### src/rtl/mem_arbiter.sv
// Single-port memory arbiter between a buffered CPU write stream and an LCD read stream.
// Reads bypass the memory when a buffered write to the same address is still pending.
module mem_arbiter #(
    parameter int unsigned FIFO_DEPTH    = 4,
    parameter int unsigned MAX_RD_STREAK = 4
) (
    input  logic        clk,
    input  logic        rst,
    input  logic        cpu_wr_en,
    input  logic [31:0] cpu_wr_addr,
    input  logic [31:0] cpu_wr_data,
    output logic        cpu_stall,
    input  logic        lcd_rd_req,
    input  logic [5:0]  lcd_rd_addr,
    output logic        lcd_rd_gnt,
    output logic        lcd_rd_valid,
    output logic [8:0]  lcd_rd_data,
    output logic        mem_en,
    output logic        mem_we,
    output logic [5:0]  mem_addr,
    output logic [31:0] mem_wdata,
    input  logic [8:0]  mem_rdata
);

    localparam int unsigned PTR_W = $clog2(FIFO_DEPTH);
    localparam int unsigned CNT_W = PTR_W + 1;
    localparam int unsigned STK_W = $clog2(MAX_RD_STREAK + 1);
    localparam logic [CNT_W-1:0] DEPTH_CNT  = CNT_W'(FIFO_DEPTH);
    localparam logic [STK_W-1:0] STREAK_MAX = STK_W'(MAX_RD_STREAK);

    localparam logic [1:0] GNT_IDLE = 2'd0;
    localparam logic [1:0] GNT_WR   = 2'd1;
    localparam logic [1:0] GNT_RD   = 2'd2;

    logic [5:0]       buf_addr [FIFO_DEPTH];
    logic [31:0]      buf_data [FIFO_DEPTH];
    logic [PTR_W-1:0] wr_ptr_q, rd_ptr_q;
    logic [CNT_W-1:0] count_q;
    logic [STK_W-1:0] rd_streak_q;
    logic             rd_valid_q, rd_hit_q;
    logic [8:0]       rd_hit_data_q, rd_data_q;

    logic       full, empty, push, pop;
    logic [1:0] gnt_sel;
    logic       hit;
    logic [8:0] hit_data;
    logic [8:0] rd_data_now;
    logic       unused_addr_bits;

    assign unused_addr_bits = ^cpu_wr_addr[31:6];

    assign full  = (count_q == DEPTH_CNT);
    assign empty = (count_q == '0);

    always_comb begin
        gnt_sel = GNT_IDLE;
        if (rst) begin
            gnt_sel = GNT_IDLE;
        end else if (full) begin
            gnt_sel = GNT_WR;
        end else if (lcd_rd_req && (rd_streak_q < STREAK_MAX)) begin
            gnt_sel = GNT_RD;
        end else if (!empty) begin
            gnt_sel = GNT_WR;
        end else if (lcd_rd_req) begin
            gnt_sel = GNT_RD;
        end
    end

    assign push = !rst && cpu_wr_en && !full;
    assign pop  = (gnt_sel == GNT_WR);

    // Walk oldest to newest so the newest matching entry wins; same-cycle pushes are not visible.
    always_comb begin
        logic [PTR_W-1:0] idx;
        hit      = 1'b0;
        hit_data = '0;
        idx      = '0;
        for (int k = 0; k < FIFO_DEPTH; k++) begin
            idx = rd_ptr_q + PTR_W'(k);
            if ((CNT_W'(k) < count_q) && (buf_addr[idx] == lcd_rd_addr)) begin
                hit      = 1'b1;
                hit_data = buf_data[idx][8:0];
            end
        end
    end

    always_comb begin
        mem_en    = 1'b0;
        mem_we    = 1'b0;
        mem_addr  = '0;
        mem_wdata = '0;
        case (gnt_sel)
            GNT_WR: begin
                mem_en    = 1'b1;
                mem_we    = 1'b1;
                mem_addr  = buf_addr[rd_ptr_q];
                mem_wdata = buf_data[rd_ptr_q];
            end
            GNT_RD: begin
                if (!hit) begin
                    mem_en   = 1'b1;
                    mem_addr = lcd_rd_addr;
                end
            end
            default: ;
        endcase
    end

    assign cpu_stall  = !rst && full;
    assign lcd_rd_gnt = (gnt_sel == GNT_RD);

    // Bypass data was captured at grant; memory data arrives on the valid cycle itself.
    assign rd_data_now  = rd_hit_q ? rd_hit_data_q : mem_rdata;
    assign lcd_rd_valid = !rst && rd_valid_q;
    assign lcd_rd_data  = rst ? 9'd0 : (rd_valid_q ? rd_data_now : rd_data_q);

    always_ff @(posedge clk) begin
        if (push) begin
            buf_addr[wr_ptr_q] <= cpu_wr_addr[5:0];
            buf_data[wr_ptr_q] <= cpu_wr_data;
        end
    end

    always_ff @(posedge clk) begin
        if (rst) begin
            wr_ptr_q      <= '0;
            rd_ptr_q      <= '0;
            count_q       <= '0;
            rd_streak_q   <= '0;
            rd_valid_q    <= 1'b0;
            rd_hit_q      <= 1'b0;
            rd_hit_data_q <= '0;
            rd_data_q     <= '0;
        end else begin
            if (push) begin
                wr_ptr_q <= wr_ptr_q + 1'b1;
            end
            if (pop) begin
                rd_ptr_q <= rd_ptr_q + 1'b1;
            end
            if (push && !pop) begin
                count_q <= count_q + 1'b1;
            end else if (pop && !push) begin
                count_q <= count_q - 1'b1;
            end

            if (pop || empty) begin
                rd_streak_q <= '0;
            end else if (lcd_rd_gnt && (rd_streak_q != STREAK_MAX)) begin
                rd_streak_q <= rd_streak_q + 1'b1;
            end

            rd_valid_q <= lcd_rd_gnt;
            if (lcd_rd_gnt) begin
                rd_hit_q      <= hit;
                rd_hit_data_q <= hit_data;
            end
            if (rd_valid_q) begin
                rd_data_q <= rd_data_now;
            end
        end
    end

endmodule

### config.mk
export PLATFORM = sky130hd
export DESIGN_NAME = mem_arbiter
export DESIGN_NICKNAME = d
export VERILOG_FILES = /design/src/rtl/mem_arbiter.sv
export SDC_FILE = /design/constraint.sdc
export NUM_CORES = 1
export LEC_CHECK = 0
export BUFFER_PORTS_ARGS = -buffer_cell sky130_fd_sc_hd__buf_4
export CORE_MARGIN = 4
export CORE_UTILIZATION = 50
export CTS_BUF_LIST = sky130_fd_sc_hd__clkbuf_8
export CTS_CLUSTER_SIZE = 10
export DETAILED_ROUTE_END_ITERATION = 12
export HOLD_SLACK_MARGIN = 0.03
export PLACE_DENSITY = 0.78
export RECOVER_POWER = 25
export SYNTH_ARGS = -nofsm -noshare
export SYNTH_HDL_FRONTEND = slang
export SYNTH_SLANG_ARGS = --single-unit
### constraint.sdc
create_clock -name clk -period 3.4 [get_ports clk]
set_clock_uncertainty 0.1 [all_clocks]
set_input_delay 0.68 -clock clk [delete_from_list [all_inputs] [get_ports clk]]
set_output_delay 0.68 -clock clk [all_outputs]
set_load 0.02 [all_outputs]
After elaboration in Yosys (flattened, before gate mapping)
Memory sizes are Yosys's and may differ from the RTL's. A register that Yosys moved wholly into a read port is not among the register bits.
Index checks and enable logic that the tools add are counted.
{"block": "word_totals", "wordCells": 80, "ramBits": 152, "latchBits": 0, "romBits": 0, "regBits": 30, "output_inout_bits": 52, "input_bits": 83, "mem_count": 2}
{"block": "op_classes", "muxes": 30, "bitwise_logic": 0, "n_lt_le_gt_ge": 5, "n_div": 0, "multipliers": 0, "n_shift": 0, "n_eq_ne": 8, "n_reduce_logical": 20, "addsub": 7}
{"name": "buf_data", "words": 4, "width": 32, "read_ports": 4, "rd_clocked_by_memory_dff": 1, "wr": 1, "line": "36", "text": "logic [31:0] buf_data [FIFO_DEPTH];"}
{"name": "buf_addr", "words": 4, "width": 6, "read_ports": 4, "rd_clocked_by_memory_dff": 1, "wr": 1, "line": "35", "text": "logic [5:0] buf_addr [FIFO_DEPTH];"}
{"cell": "9-bit two-way mux", "count": 7}
{"cell": "32-bit two-way mux", "count": 1}
{"cell": "6-bit == test", "count": 4}
{"cell": "2-bit two-way mux", "count": 9}
{"cell": "1-bit logical AND", "count": 12}
{"cell": "6-bit case mux with 2 select lines", "count": 1}
{"cell": "1-bit two-way mux", "count": 8}
{"cell": "3-bit by 1-bit adder with 3-bit output (second input constant)", "count": 2}
{"cell": "1-bit by 3-bit less-than comparator with 1-bit output (first input constant)", "count": 2}
{"cell": "2-bit by 3-bit less-than comparator with 1-bit output (first input constant)", "count": 2}
{"cell": "3-bit two-way mux", "count": 2}
{"cell": "6-bit two-way mux", "count": 1}
{"cell": "2-bit by 1-bit adder with 2-bit output (second input constant)", "count": 2}
{"cell": "2-bit adder (second input constant)", "count": 2}
{"cell": "1-bit zero test", "count": 4}
{"cell": "3-bit == test (second input constant)", "count": 1}
{"cell": "3-bit zero test", "count": 1}
{"cell": "3-bit less-than comparator (second input constant)", "count": 1}
{"cell": "3-bit inequality test (second input constant)", "count": 1}
{"cell": "3-bit by 1-bit subtractor with 3-bit output (second input constant)", "count": 1}
{"cell": "2-bit by 1-bit == test with 1-bit output (second input constant)", "count": 1}
{"cell": "2-bit == test (second input constant)", "count": 1}
{"cell": "1-bit case mux with 2 select lines", "count": 1}
{"cell": "2-bit nonzero test", "count": 1}
{"cell": "other kinds (2)", "count": 2}

Logic depth before layout (Yosys ltp)
Gate-level depths: netlist of the first run.
{"block": "depth", "word_depth": 9, "ltp_mapped": 14, "depth_no_buf": 13}

Least setup slack after synthesis of the first run
OpenSTA, ideal clock, no wires.
{"block": "synth_timing", "path_type": "register to output", "startpoint": "register rd_ptr_q[1]", "endpoint": "output port mem_addr[0]", "slack_ns": -0.164, "t_arrival_ns": 2.784, "path_stages_with_launch": 10, "n_path_buf": 3, "required_time_ns": 2.620, "path_cell_list": "dfxtp_1 buf_2 buf_2 mux4_2 xnor2_1 nand4_1 nor2_1 or4_1 clkbuf_2 o32ai_1"}
{"block": "synth_between", "elab_chain_cells": 9, "word_cells_on_any_way": 15, "classes_between": "add/sub (3); eq/ne (3); mux (5); reduce/logical (3); memory (1)"}
{"element": "start: declaration", "line": "37", "text": "logic [PTR_W-1:0] wr_ptr_q, rd_ptr_q;"}
{"element": "start signal: assignment", "line": "140", "text": "rd_ptr_q <= rd_ptr_q + 1'b1;"}
{"element": "2-bit by 1-bit adder with 2-bit output", "line": "80", "text": "idx = rd_ptr_q + PTR_W'(k);"}
{"element": "memory read 4 x 6 bit (*)"}
{"element": "6-bit == test", "line": "81", "text": "if ((CNT_W'(k) < count_q) && (buf_addr[idx] == lcd_rd_addr)) begin"}
{"element": "1-bit logical AND", "line": "81"}
{"element": "1-bit two-way mux (2 in series)", "line": "81"}
{"element": "1-bit two-way mux (*)", "line": "81"}
{"element": "6-bit two-way mux (*)", "line": "101", "text": "if (!hit) begin"}
{"element": "6-bit case mux with 2 select lines (*)", "line": "93", "text": "case (gnt_sel)"}
{"element": "end: declaration", "line": "20", "text": "output logic [5:0] mem_addr,"}
Mark *: on every way between the ends. The rest lies on a longest branch, timed or not.

Worst setup path after layout of the first run
{"block": "layout_timing", "startpoint": "register rd_ptr_q[0]", "endpoint": "output port mem_addr[5]"}
Same word-level chain as after synthesis.

==> results.md, run 1 <==
- Worst EP arrival: 3030 ps
- Placeable Area: 17,400 um2
- Post-layout min period: 3810 ps
- Finished layout cell area: 10,700 um2
- Initial DRC count: 496
- N_diodes: 0
- Max Cap Viol: 0
- Vias in the first global route: 5,917
- Routability Congestion: 0.873
- Min-Delay Endpoint: count_q[2]
- Most common cell after layout, fill and taps aside: edfxtp_1
- Post-route ant nets: 0
- Hold depth: 2
- Vias per cell: 5.86
- Die W: 141 um
- Worst path required time: 2620 ps
- Total global-route track usage: 20.1%
- Design Power: 6.73 mW
- Combinational group share of total power: 36.0%
- Worst hold slack: 302 ps
- Int Power: 4.49 mW
- Setup WS pre-CTS: -170 ps
- # DRC: 0
- Share of layout cells above drive strength 1: 34.9%
- Commonest non-fill, non-tap cells in the layout: edfxtp_1 (152), buf_4 (117), mux4_2 (64), nor2_1 (47), mux2i_1 (34)
- Worst slew margin: 47.6%
- Pin count of the biggest net entering global routing: 39
- Grt ovf: 0
- Storage cell area: 5220 um2
- First-pass GRT wire length: 31,200 um
- Least-Margin Pin Slew: 784 ps
- DRT Pass-1 Iters: 5
- Setup violations, final: 7
- Mapped Area: 8900 um2
- Clock buffer depth: 2
- Crit Path Category: reg -> out
- Die ar.: 20,000 um2
- Most used flip-flop cell after synthesis: edfxtp_1
- CTS hold repair buffers: 0
- Final Max Tran Viols: 0
- Flop pwr share: 40.9%
- Hold Startpoint: rst
- Status: finished, violations left
- Mean post-synth cell area: 15.3 um2
- Synth warn: 0
- NetSw: 2.25 mW
- Worst R2R End: rd_hit_data_q[2]
- Clk network pwr share: 23.0%
- R2r setup slk: 420 ps
- Filler cell count: 1,301
- Post-Syn Instances: 580
- CTS tree: built
- Critical Path Sink Type: primary output
- Critical path's top delay family: simple AND/OR/NAND/NOR gates
- Ys async rst share: 0%
- Switching Share: 33.4%
- Synthesis-stage register bit count: 184
- Maximum vdd drop: 0.472 mV
- Startpoint Class: flop
- Cell leakage power: 3.65 nW
- CTS H-tree lvls: 4
- CTS clock-pin slew for the worst setup and hold paths: 120 ps
- IO buf count: 108
- DP HPWL: 13,100 um
- Worst R2R Path Depth: 7
- Fin crit share: 112%
- Final setup margin: -405 ps
- CTS Root Buffer Type: clkbuf_8
- Utilization after layout: 61.6%
- Initial Utilization: 51.3%
- Nets: 811
- Vias: 5,589
- Number of synthesized flops with an enable pin: 152
- Setup TNS: -2480 ps
- Multi-input combinational cell area: 3550 um2
- Critical path, cell by cell: clkbuf_16, buf_4, mux4_1, xnor2_1, nand2_1, nor3b_2, or4_4, o32ai_4, buf_6
- Crit path max fanout: 7
- Hold Vio Cnt, Final: 0
- Critical path's slowest cell: mux4_1
- Syn Nets: 676
- Worst path max stage delay: 560 ps
- Routed WL: 19,800 um
- CTS sink count: 184
- IO Count: 135
- Fin cells: 953
- Initial antenna violation count: 0
- Worst Hold Class: in -> reg
- DP Area: 10,100 um2
- Die extent in y: 141 um
- RSZ-0062 raised after global routing: yes
- Failing checks: setup timing
- Wirelength per Cell: 20.8 um
- Register area share after synthesis: 58.5%
- P&R area growth vs syn: 20.3%
- Yosys cell types: 44
- Critical path buffers and inverters: 3
- CTS Buf Count: 17
- Pwr Density: 629 nW/um2
- Fmax: 263 MHz
- Placed cells: 914
- Std-Cell Rows: 48
- Skew-Pair Late Insertion Delay: 470 ps
## layer usage
layer | global-route usage [%] | up-vias | wire length, um
li1 | - | 2536 | -
met1 | 25.7 | 2793 | 7910
met2 | 32.9 | 226 | 9840
met3 | 6.54 | 34 | 1650
met4 | 6.46 | 0 | 421
met5 | 0 | - | 0
## cells by family (layout without fill, tap and decap cells)
kind of cell               Yosys count  in the layout  synth area share (%)
DFF                                184            184                  58.5
and+or+nand+nor                    124            124                  7.07
muxes                              103            103                  21.1
AOI/OAI and AO/OA                   68             68                  5.68
buffers and inverters               58            206                  2.83
xor gates and xnor gates            30             30                  2.95
adders and majority gates           13             13                  1.83
## repair_timing
item | in CTS | in global routing
pin swaps | 1 | 2
cloned | 0 | 1
buffers inserted | 0 | 6
gates resized for setup | 23 | 12
endpoints found under the setup margin | 7 | 40
## worst max-delay path by stage
| stage | startpoint | to | cells after the start | slack (ps) |
|---|---|---|---|---|
| floorplan | rd_ptr_q[1] | mem_addr[0] | 9 | -160 |
| global placement | rd_ptr_q[1] | mem_addr[1] | 7 | -100 |
| detailed placement | rd_ptr_q[1] | mem_addr[5] | 7 | -170 |
| CTS | rd_ptr_q[0] | mem_addr[2] | 8 | -410 |
| global route | flop | mem_addr[5] | 7 | -510 |
| finish | rd_ptr_q[0] | mem_addr[5] | 9 | -410 |
## sequential cells by signal, summed over array words and instances, names as in the netlist, named ones only
register / cells
buf_addr: 24
rd_hit_data_q: 9
buf_data: 128
rd_hit_q: 1
rd_streak_q: 3
wr_ptr_q: 2
rd_ptr_q: 2
rd_valid_q: 1
rd_data_q: 9
count_q: 3
## layout make-up
class                   instances  area share [%]
repair buffers                152            10.4
clock buffers                  17            2.19
flip-flops and latches        184            48.8
multi-input cells             338            33.2
well taps                     225            2.63
clock inverters                15            2.01
inverters                      22           0.772
## power by group through the flow
stage	combinational, mW	clock (mW)	sequential [mW]
after global routing	2.63	1.69	2.78
after global placement	2.23	0	2.78
after detailed placement	2.30	0	2.80
after CTS	2.37	1.58	2.75
after floorplan	1.65	0	2.71
final	2.43	1.55	2.76
## worst reg2reg max path, stage by stage (launching register included)
cell and delay (ps):
dfxtp_4 450, mux4_2 560, xnor2_1 140, or4_4 520, buf_4 160, a211oi_4 470
a221oi_1 180, o41ai_1 300
## Yosys cell counts, types with 2 or more instances
| library cell | number | area share, % |
|---|---|---|
| a211oi_1 | 11 | 0.93 |
| a21oi_1 | 11 | 0.62 |
| a221oi_1 | 7 | 0.69 |
| a22oi_1 | 9 | 0.76 |
| and2_1 | 34 | 2.4 |
| and3_1 | 7 | 0.49 |
| buf_1 | 6 | 0.25 |
| buf_2 | 8 | 0.45 |
| buf_6 | 3 | 0.38 |
| clkbuf_1 | 18 | 0.76 |
| dfxtp_1 | 32 | 7.2 |
| edfxtp_1 | 152 | 51 |
| ha_1 | 13 | 1.8 |
| inv_1 | 22 | 0.93 |
| mux2_2 | 4 | 0.51 |
| mux2i_1 | 34 | 3.8 |
| mux4_1 | 8 | 2.4 |
| mux4_2 | 57 | 14 |
| nand2_1 | 12 | 0.51 |
| nand2b_1 | 3 | 0.21 |
| nand3_1 | 3 | 0.17 |
| nand4_1 | 2 | 0.14 |
| nor2_1 | 47 | 2.0 |
| nor2b_1 | 2 | 0.14 |
| nor3_1 | 6 | 0.34 |
| nor3b_1 | 2 | 0.17 |
| o21ai_0 | 7 | 0.39 |
| o21bai_1 | 2 | 0.17 |
| o31ai_1 | 2 | 0.17 |
| o32ai_1 | 6 | 0.59 |
| o41ai_1 | 8 | 0.79 |
| or3_1 | 2 | 0.14 |
| xnor2_1 | 27 | 2.7 |
| xor2_1 | 3 | 0.30 |
No activity file was read; power rests on OpenSTA's default activity.
==> run 2, diff against run 1 <==
PLACE_DENSITY = 0.73   (was 0.78)
RECOVER_POWER = not set   (was 25)
TNS_END_PERCENT = 10   (was not set)
==> run 2 against run 1 <==
Compared with the run above:
- critical path type unchanged
- combinational power is 2% higher
- die area stayed put
- flip-flop and latch count stayed put
- the run still ends with setup timing left
==> results.md, run 2 (synthesis gave the netlist of run 1 again) <==
- Skew-Pair Late Insertion Delay: 460 ps (about the same)
- Maximum vdd drop: 0.340 mV (-28%)
- Crit Path Category: reg -> out
- Max Cap Viol: 0 (unchanged)
- CTS clock-pin slew for the worst setup and hold paths: 100 ps (-20 ps)
- Std-Cell Rows: 48 (unchanged)
- Routed WL: 19,900 um (+0.66%)
- Status: finished, violations left
- DRT Pass-1 Iters: 4 (-1)
- Post-layout min period: 3870 ps (+61.5 ps)
- Setup violations, final: 7 (unchanged)
- Worst EP arrival: 3090 ps (+60 ps)
- Worst slew margin: 53.1% (+5.5 points)
- Least-Margin Pin Slew: 702 ps (-82.1 ps)
- Initial antenna violation count: 0 (unchanged)
- Fmax: 259 MHz (-1.6%)
- CTS hold repair buffers: 0 (unchanged)
- Commonest non-fill, non-tap cells in the layout: edfxtp_1 (152), buf_4 (149), mux4_2 (62), nor2_1 (46)
- Vias per cell: 5.85 (-0.27%)
- DP HPWL: 13,400 um (+2.1%)
- Cell leakage power: 3.77 nW (+3.3%)
- Routability Congestion: 0.915 (+4.9%)
- Pwr Density: 626 nW/um2 (-0.47%)
- CTS Buf Count: 17 (unchanged)
- Crit path max fanout: 7 (unchanged)
- Worst path required time: 2620 ps (about the same)
- Post-route ant nets: 0 (unchanged)
- Die ar.: 20,000 um2 (unchanged)
- Nets: 818 (+0.86%)
- Hold Vio Cnt, Final: 0 (unchanged)
- Share of layout cells above drive strength 1: 38.4% (+3.5 points)
- CTS sink count: 184 (unchanged)
- Fin crit share: 114% (+1.8 points)
- Design Power: 6.78 mW (+0.73%)
- DP Area: 10,200 um2 (+0.79%)
- Final setup margin: -467 ps (-61.5 ps)
- Initial DRC count: 334 (-33%)
- IO Count: 135 (unchanged)
- RSZ-0062 raised after global routing: yes
- First-pass GRT wire length: 31,500 um (+1.2%)
- Final Max Tran Viols: 0 (unchanged)
- CTS tree: built
- Pin count of the biggest net entering global routing: 39 (unchanged)
- Initial Utilization: 51.3% (unchanged)
- CTS Root Buffer Type: clkbuf_8
- Placeable Area: 17,400 um2 (unchanged)
- Failing checks: setup timing
- Startpoint Class: flop
- N_diodes: 0 (unchanged)
- Most common cell after layout, fill and taps aside: edfxtp_1
- Worst R2R Path Depth: 8 (+1)
- R2r setup slk: 360 ps (-60 ps)
- Wirelength per Cell: 20.8 um (about the same)
- Max FFs per register: 128 (unchanged)
- P&R area growth vs syn: 21.7%
- Clock buffer depth: 2 (unchanged)
- IO buf count: 108 (unchanged)
- Finished layout cell area: 10,800 um2 (+1.2%)
- Critical Path Sink Type: primary output
- Die W: 141 um (unchanged)
- Hold depth: 1 (-1)
- Biggest regs: buf_data: 128 flops, buf_addr: 24 flops
- Top reg by flops: buf_data
- Worst Hold Class: in -> reg
- Vias: 5,615 (+0.47%)
- # DRC: 0 (unchanged)
- Worst hold slack: 315 ps (+13.7 ps)
- Total global-route track usage: 20.4% (+0.31 points)
- Vias in the first global route: 5,962 (+0.76%)
- CTS H-tree lvls: 4 (unchanged)
- Grt ovf: 0 (unchanged)
- Die extent in y: 141 um (unchanged)
## run 2: final timing paths
path	start	end
min reg2reg	rd_data_q[6]	rd_data_q[6]
max reg2reg	flop	rd_hit_data_q[5]
min	cpu_wr_data[28]	buf_data[2][28]
max	rd_ptr_q[0]	mem_addr[5]
## run 2: critical path: stages (launching register included)
cell     delay, ps
dfxtp_4        380
buf_12         130
buf_8          100
mux4_2         520
xnor2_1        180
nand4_1        110
nor3b_2         60
or4_4          620
o32ai_4        350
buf_6          160
## run 2: cell type report
| class | count | area (um2) |
|---|---|---|
| fill | 1241 | 6530 |
| timing repair buffer | 159 | 1260 |
| clock inverter | 15 | 193 |
| multi-input combinational | 338 | 3560 |
| inverter | 22 | 82.6 |
| sequential | 184 | 5210 |
| clock buffer | 17 | 234 |
| tap | 225 | 282 |
## run 2: timing repair
item | in CTS | in global routing
cloned | 0 | 0
gates resized for setup | 24 | 10
buffers inserted | 0 | 5
pin swaps | 4 | 7
endpoints found under the setup margin | 7 | 39
## run 2: per-layer routing
layer  share of wire [%]  GRT usage, %  vias up  wire length [um]
met4                 2.0          7.02        0               400
met1                  40          25.6     2823              8030
met2                  50          34.3      199              9980
met3                 7.7          5.97       33              1540
met5                   0             0        -                 0
li1                    -             -     2560                 -
## run 2: power by group
part / total [mW] / leakage [nW] / switching [mW] / internal, mW
registers: 2.74 / 1.64 / 0.130 / 2.61
logic: 2.49 / 1.92 / 1.23 / 1.27
clock network: 1.55 / 0.212 / 0.805 / 0.745
total: 6.78 / 3.77 / 2.16 / 4.62
## run 2: per-stage QoR
step | worst slack [ps] | util, % | setup TNS (ps) | instances
3_3_place_gp | -140 | 58.8 | -354 | 923
2_1_floorplan | -164 | - | -1050 | 580
3_5_place_dp | -181 | 58.8 | -653 | 923
4_1_cts | -484 | 62.0 | -2890 | 955
5_1_grt | -555 | 62.4 | -3390 | 960
6_report | -467 | 62.4 | -2720 | 960
